$ cat config.mk
export PLATFORM = sky130hd
export DESIGN_NAME = me_stage
export DESIGN_NICKNAME = d
export VERILOG_FILES = /design/src/rtl/me_stage_pkg.sv /design/src/rtl/me_stage_load_align.sv /design/src/rtl/me_stage.sv
export SDC_FILE = /design/constraint.sdc
export NUM_CORES = 1
export LEC_CHECK = 0
export CAP_MARGIN = 20
export CORE_AREA = 2 2 146 148
export CTS_BUF_LIST = sky130_fd_sc_hd__clkbuf_16
export CTS_CLUSTER_DIAMETER = 100
export DETAILED_ROUTE_END_ITERATION = 6
export DIE_AREA = 0 0 148 150
export GPL_TIMING_DRIVEN = 0
export PLACE_DENSITY = 0.83
export SLEW_MARGIN = 10
export SYNTH_ARGS = -nofsm -noshare
export SYNTH_HDL_FRONTEND = slang
export SYNTH_HIERARCHICAL = 1
export SYNTH_SLANG_ARGS = --single-unit
$ cat constraint.sdc
create_clock -name clk -period 7.8 [get_ports clk]
set_clock_uncertainty 0.1 [all_clocks]
set_input_delay 1.56 -clock clk [delete_from_list [all_inputs] [get_ports clk]]
set_output_delay 1.56 -clock clk [all_outputs]
set_load 0.02 [all_outputs]
$ cat src/rtl/me_stage_pkg.sv
// Shared definitions for the memory-access stage: bus widths, EX bus field
// positions, FSM state encodings and the load-alignment exception helper.
package me_stage_pkg;

  localparam int EX_BUS_W  = 125;
  localparam int WB_BUS_W  = 120;
  localparam int FWD_BUS_W = 47;

  // Least-significant bit of each field on the incoming EX bus
  localparam int EX_CSR_NUM_LSB    = 111;
  localparam int EX_CSR_WE_BIT     = 110;
  localparam int EX_CSR_WVALUE_LSB = 78;
  localparam int EX_SYSCALL_BIT    = 77;
  localparam int EX_ERTN_BIT       = 76;
  localparam int EX_SIGNED_BIT     = 75;
  localparam int EX_BYTE_BIT       = 74;
  localparam int EX_HALF_BIT       = 73;
  localparam int EX_OFFSET_LSB     = 71;
  localparam int EX_PC_LSB         = 39;
  localparam int EX_RESULT_LSB     = 7;
  localparam int EX_FROM_MEM_BIT   = 6;
  localparam int EX_GR_WE_BIT      = 5;
  localparam int EX_DEST_LSB       = 0;

  typedef enum logic [1:0] {
    S_IDLE  = 2'd0,
    S_WAIT  = 2'd1,
    S_HOLD  = 2'd2,
    S_DRAIN = 2'd3
  } me_state_t;

  // A halfword needs an even address, a word needs a word-aligned address
  function automatic logic misaligned(input logic is_byte, input logic is_half,
                                      input logic [1:0] offset);
    if (is_byte) return 1'b0;
    if (is_half) return offset[0];
    return offset != 2'b00;
  endfunction

endpackage

$ cat src/rtl/me_stage_load_align.sv
// Load data alignment: picks the addressed byte or halfword out of the
// SRAM read word and sign- or zero-extends it to 32 bits.
module me_stage_load_align
  import me_stage_pkg::*;
(
  input  logic [31:0] i_rdata,
  input  logic [1:0]  i_offset,
  input  logic        i_is_byte,
  input  logic        i_is_half,
  input  logic        i_is_signed,
  output logic [31:0] o_data
);

  logic [7:0]  w_byte;
  logic [15:0] w_half;

  assign w_half = i_offset[1] ? i_rdata[31:16] : i_rdata[15:0];

  // Select the addressed byte lane, then extend according to access size
  always_comb begin
    w_byte = i_rdata[7:0];
    o_data = i_rdata;
    case (i_offset)
      2'd0:    w_byte = i_rdata[7:0];
      2'd1:    w_byte = i_rdata[15:8];
      2'd2:    w_byte = i_rdata[23:16];
      default: w_byte = i_rdata[31:24];
    endcase
    if (i_is_byte) begin
      o_data = {{24{i_is_signed & w_byte[7]}}, w_byte};
    end else if (i_is_half) begin
      o_data = {{16{i_is_signed & w_half[15]}}, w_half};
    end
  end

endmodule

$ cat src/rtl/me_stage.sv
// Memory-access pipeline stage: holds one EX bundle, waits for the data
// SRAM read response on loads, aligns load data and hands the bundle to WB.
// A flush cancels the bundle; a load response still in flight after a flush
// is swallowed in the DRAIN state so it cannot be mistaken for a later load.
// Optional build macro ME_ALIGN_EXCP_EN: misaligned loads raise excp_ale,
// skip the SRAM wait and have their register/CSR writes suppressed.
module me_stage
  import me_stage_pkg::*;
#(
  parameter int EX_TO_ME_W = EX_BUS_W,
  parameter int ME_TO_WB_W = WB_BUS_W,
  parameter int ME_TO_EX_W = FWD_BUS_W
) (
  input  logic                  clk,
  input  logic                  reset,
  input  logic                  EX_to_ME_Valid,
  input  logic [EX_TO_ME_W-1:0] EX_to_ME_Bus,
  output logic                  ME_Allow_in,
  input  logic                  data_sram_rvalid,
  input  logic [31:0]           data_sram_rdata,
  output logic                  ME_to_WB_Valid,
  input  logic                  WB_Allow_in,
  output logic [ME_TO_WB_W-1:0] ME_to_WB_Bus,
  output logic [4:0]            ME_dest,
  output logic [31:0]           ME_Forward_Res,
  output logic                  ME_to_ID_Ld_op,
  output logic                  ME_to_ID_Sys_op,
  output logic [ME_TO_EX_W-1:0] ME_to_EX_Bus,
  input  logic                  excp_flush,
  input  logic                  ertn_flush
);

  logic                  r_valid;
  logic [EX_TO_ME_W-1:0] r_bus;
  me_state_t             r_state;
  me_state_t             w_state_next;
  logic [31:0]           r_buf;

  logic [13:0] w_csr_num;
  logic        w_csr_we;
  logic [31:0] w_csr_wvalue;
  logic        w_syscall;
  logic        w_ertn;
  logic        w_is_signed;
  logic        w_is_byte;
  logic        w_is_half;
  logic [1:0]  w_offset;
  logic [31:0] w_pc;
  logic [31:0] w_result;
  logic        w_from_mem;
  logic        w_gr_we;
  logic [4:0]  w_dest;

  logic        w_flush;
  logic        w_ale;
  logic        w_in_ale;
  logic        w_waiting_load;
  logic        w_ready_go;
  logic        w_accept;
  logic        w_accept_load;
  logic [31:0] w_mem_data;
  logic [31:0] w_load_data;
  logic [31:0] w_final;
  logic        w_gr_we_eff;
  logic        w_csr_we_eff;

  assign w_csr_num    = r_bus[EX_CSR_NUM_LSB +: 14];
  assign w_csr_we     = r_bus[EX_CSR_WE_BIT];
  assign w_csr_wvalue = r_bus[EX_CSR_WVALUE_LSB +: 32];
  assign w_syscall    = r_bus[EX_SYSCALL_BIT];
  assign w_ertn       = r_bus[EX_ERTN_BIT];
  assign w_is_signed  = r_bus[EX_SIGNED_BIT];
  assign w_is_byte    = r_bus[EX_BYTE_BIT];
  assign w_is_half    = r_bus[EX_HALF_BIT];
  assign w_offset     = r_bus[EX_OFFSET_LSB +: 2];
  assign w_pc         = r_bus[EX_PC_LSB +: 32];
  assign w_result     = r_bus[EX_RESULT_LSB +: 32];
  assign w_from_mem   = r_bus[EX_FROM_MEM_BIT];
  assign w_gr_we      = r_bus[EX_GR_WE_BIT];
  assign w_dest       = r_bus[EX_DEST_LSB +: 5];

  assign w_flush = excp_flush | ertn_flush;

`ifdef ME_ALIGN_EXCP_EN
  assign w_ale    = w_from_mem & misaligned(w_is_byte, w_is_half, w_offset);
  assign w_in_ale = EX_to_ME_Bus[EX_FROM_MEM_BIT] &
                    misaligned(EX_to_ME_Bus[EX_BYTE_BIT], EX_to_ME_Bus[EX_HALF_BIT],
                               EX_to_ME_Bus[EX_OFFSET_LSB +: 2]);
`else
  assign w_ale    = 1'b0;
  assign w_in_ale = 1'b0;
`endif

  // A load raising an alignment exception never issued a read, so it is
  // not waiting for anything
  assign w_waiting_load = w_from_mem & ~w_ale;
  assign w_ready_go     = ~w_waiting_load | (r_state == S_HOLD) |
                          ((r_state == S_WAIT) & data_sram_rvalid);

  assign ME_Allow_in   = (r_state != S_DRAIN) & (~r_valid | (w_ready_go & WB_Allow_in));
  assign w_accept      = ME_Allow_in & EX_to_ME_Valid & ~w_flush;
  assign w_accept_load = w_accept & EX_to_ME_Bus[EX_FROM_MEM_BIT] & ~w_in_ale;

  assign w_mem_data = (r_state == S_HOLD) ? r_buf : data_sram_rdata;

  me_stage_load_align u_load_align (
    .i_rdata     (w_mem_data),
    .i_offset    (w_offset),
    .i_is_byte   (w_is_byte),
    .i_is_half   (w_is_half),
    .i_is_signed (w_is_signed),
    .o_data      (w_load_data)
  );

  assign w_final      = w_from_mem ? w_load_data : w_result;
  assign w_gr_we_eff  = w_gr_we & ~w_ale;
  assign w_csr_we_eff = w_csr_we & ~w_ale;

  assign ME_to_WB_Valid  = r_valid & w_ready_go & ~w_flush;
  assign ME_to_WB_Bus    = {w_csr_num, w_csr_we_eff, w_csr_wvalue, w_syscall, w_ertn,
                            w_ale, w_pc, w_final, w_gr_we_eff, w_dest};
  assign ME_dest         = w_dest & {5{r_valid & w_gr_we_eff}};
  assign ME_Forward_Res  = w_final;
  assign ME_to_ID_Ld_op  = r_valid & w_waiting_load & ~w_ready_go;
  assign ME_to_ID_Sys_op = r_valid & (w_syscall | w_ertn);
  assign ME_to_EX_Bus    = {w_csr_num, w_csr_we_eff & r_valid, w_csr_wvalue};

  // Stage occupancy and bundle register; a flush wins over acceptance
  always_ff @(posedge clk) begin
    if (reset) begin
      r_valid <= 1'b0;
      r_bus   <= '0;
    end else begin
      if (w_flush) begin
        r_valid <= 1'b0;
      end else if (ME_Allow_in) begin
        r_valid <= EX_to_ME_Valid;
      end
      if (w_accept) begin
        r_bus <= EX_to_ME_Bus;
      end
    end
  end

  // Keep the read response when WB stalls on the cycle it arrives
  always_ff @(posedge clk) begin
    if (reset) begin
      r_buf <= '0;
    end else if ((r_state == S_WAIT) && data_sram_rvalid && !WB_Allow_in && !w_flush) begin
      r_buf <= data_sram_rdata;
    end
  end

  // Load-response tracking state register
  always_ff @(posedge clk) begin
    if (reset) begin
      r_state <= S_IDLE;
    end else begin
      r_state <= w_state_next;
    end
  end

  // Next state: a flushed load with its response still outstanding drains
  always_comb begin
    w_state_next = r_state;
    case (r_state)
      S_IDLE: begin
        if (w_accept_load) w_state_next = S_WAIT;
      end
      S_WAIT: begin
        if (w_flush) begin
          w_state_next = data_sram_rvalid ? S_IDLE : S_DRAIN;
        end else if (data_sram_rvalid) begin
          if (WB_Allow_in) w_state_next = w_accept_load ? S_WAIT : S_IDLE;
          else             w_state_next = S_HOLD;
        end
      end
      S_HOLD: begin
        if (w_flush)          w_state_next = S_IDLE;
        else if (WB_Allow_in) w_state_next = w_accept_load ? S_WAIT : S_IDLE;
      end
      S_DRAIN: begin
        if (data_sram_rvalid) w_state_next = S_IDLE;
      end
      default: w_state_next = S_IDLE;
    endcase
  end

endmodule

==> qor.yml <==
rsz0062_at_grt: "no"
routabilityCongestion: 0.920
die_area_um2: 22200
powerDensity_nw_per_um2: 159
netlist_instances: 1106
p_leak_nw: 5.29
yosys_warnings: 6
drt-initial-drc-count: 588
grt_max_degree: 17
synthesis.area_um2: 9010
hp-class: "flop to flop"
clkSinkCount: 160
port_buffers: 369
fmaxAchievable_ghz: 0.172
required_ps: 6140
relSlewSlack_pct: 52.2
layout_setup_ws_ps: 1980
vias: 9403
drt_wl_total_mm: 32.9
layout_commonest_cell: "clkdlybuf4s50_1"
path_class: "input port to primary output"
coreArea_um2: 20700
die_w_um: 148
rows: 53
synth_cell_type_count: 45
final-hold-violation-count: 0
postRouteAntennaNets: 0
cts_buffers: 17
drive_gt1_share_pct: 21.2
postSynthAreaPerCell_um2: 8.14
cts_tree: "built"
h-tree-depth: 4
ys_ff_latch: 160
outcome: "finished, final reports clean"
setup_violations: 0
clock_path_buffers: 2
ir_drop_v: 0.000147
min_from: "r_buf[18]$_SDFFE_PP0P_"
start_kind: "input port"
cts_setup_buffers: 0
io_pins: 372
hold_buffers: 0
grt_use_total_pct: 28.4
syn-num-nets: 1270
grt_pass1_wl_mm: 49.1
gr-total-overflow: 0
root_buffer: "clkbuf_16"
cp-startpoint: "data_sram_rdata[31]"
synthFlopType: "dfxtp_1"
first_pass_iters: 6
clock_latency_ps: 420
dpl_worst_slack_ps: 2010
finalCritPeriodShare_pct: 74.6
reg2reg_from: "r_valid$_SDFFE_PP0N_"
fin_crit_ps: 5820
via_per_inst: 5.29
async_reset_ff_share_pct: 0
hpwl_mm: 25.3
synth-edff-count: 0
critical_path.max_fanout: 10
areaGrowthSynthToFinish_pct: 51.7
endpoint_kind: "primary output"
worstMarginPinSlew_ps: 717
fillers: 1776
cp_data_arrival_time_ps: 4160
wl_per_cell_um: 18.5
start_util_pct: 43.5
insertedDiodeCount: 0
ys_seq_area_share_pct: 35.6
finalNetCount: 1658
grt_pass1_vias: 9182
cts_resized: 0
setup_tns_ps: 0
maxCapViolations: 0
slew_violations: 0
drc: 0
layout_common_cells: "clkdlybuf4s50_1, buf_4, dfxtp_1, a21oi_1, nand3_1"
power_mw: 2.17
cts.clk_slew.worst_paths_ps: 70
die_y_um: 150
antenna_found_initial: 1
[worst max-delay path: stages]
cell and delay, ps:
clkdlybuf4s50_1 480, mux2_2 350, mux2i_1 260, a2bb2oi_4 270
buf_6 170, nand3_1 100, mux2_2 320, buf_4 140
clkdlybuf4s50_1 520
[registers in the layout (all words and copies together) (netlist names)]
signal,cells
r_bus,125
r_buf,32
r_state,2
r_valid,1
[where the power goes]
| part | total, mW | internal [mW] | leakage [nW] | switching (mW) |
|---|---|---|---|---|
| Clock | 0.908 | 0.562 | 0.306 | 0.347 |
| Sequential | 0.854 | 0.839 | 1.30 | 0.0153 |
| Combinational | 0.405 | 0.220 | 3.69 | 0.185 |
| Total | 2.17 | 1.62 | 5.29 | 0.547 |
[path summary, 6_finish.rpt]
kind | to | slack [ps] | cells past startpoint
worst min register to register | r_buf[18]$_SDFFE_PP0P_ | 350 | 2
worst min-delay path | r_buf[18]$_SDFFE_PP0P_ | 350 | 2
worst max-delay path | ME_to_WB_Bus[36] | 1980 | 9
worst max register to register | r_bus[47]$_SDFFE_PP0N_ | 5540 | 6
[cell families (layout without fill, tap and decap cells)]
group	Yosys count	after routing	synth area share, %
AND/OR/NAND/NOR	267	267	14.9
multiplexers	90	90	11.0
buffers and inverters	268	666	19.4
AO/OA/AOI/OAI	320	320	19.2
flip-flops	160	160	35.6
other	1	1	0.0416
[metal layers]
metal / vias up / GRT usage (%) / routed length, µm
met5: - / 0 / 0
met4: 0 / 10.9 / 1120
met3: 72 / 5.64 / 2190
met2: 439 / 51.3 / 16700
met1: 4416 / 33.1 / 12900
li1: 4476 / - / -
[cell type report]
type                       count  area (µm²)  share of cell area [%]
clock inverter                12         193                    1.41
timing repair buffer         369        3690                    27.0
tap                          275         344                    2.52
buffer                       266        1740                    12.7
clock buffer                  17         425                    3.11
multi-input combinational    678        4060                    29.7
sequential                   160        3200                    23.4
inverter                       2        7.51                  0.0549
[synth_stat cells, types with 3 or more instances]
cell / number / area [µm²]
mux2_2: 65 / 732
nor2_1: 7 / 26.3
a221oi_1: 7 / 61.3
a21oi_1: 158 / 791
mux2i_1: 24 / 240
nand2_1: 82 / 308
and3_1: 14 / 87.6
buf_2: 26 / 130
buf_6: 9 / 101
nor2b_1: 3 / 18.8
nand3_2: 10 / 100
dfxtp_1: 160 / 3200
nand2b_1: 3 / 18.8
o21ai_0: 128 / 641
buf_1: 13 / 48.8
clkbuf_1: 47 / 176
o21ai_1: 8 / 40.0
nand3_1: 132 / 661
buf_4: 170 / 1280
a211oi_1: 9 / 67.6
[through the flow]
step                area, µm²  utilization [%]  std cells  hold WS [ps]
floorplan                9010                -       1106           334
finish                  13700             66.0       1779           354
global route            13700             66.0       1779           368
CTS                     13700             66.0       1779           354
detailed placement      13000             63.0       1750           345
global placement        13000             63.0       1750           340
Note: power is estimated with default switching activity, not from simulation.
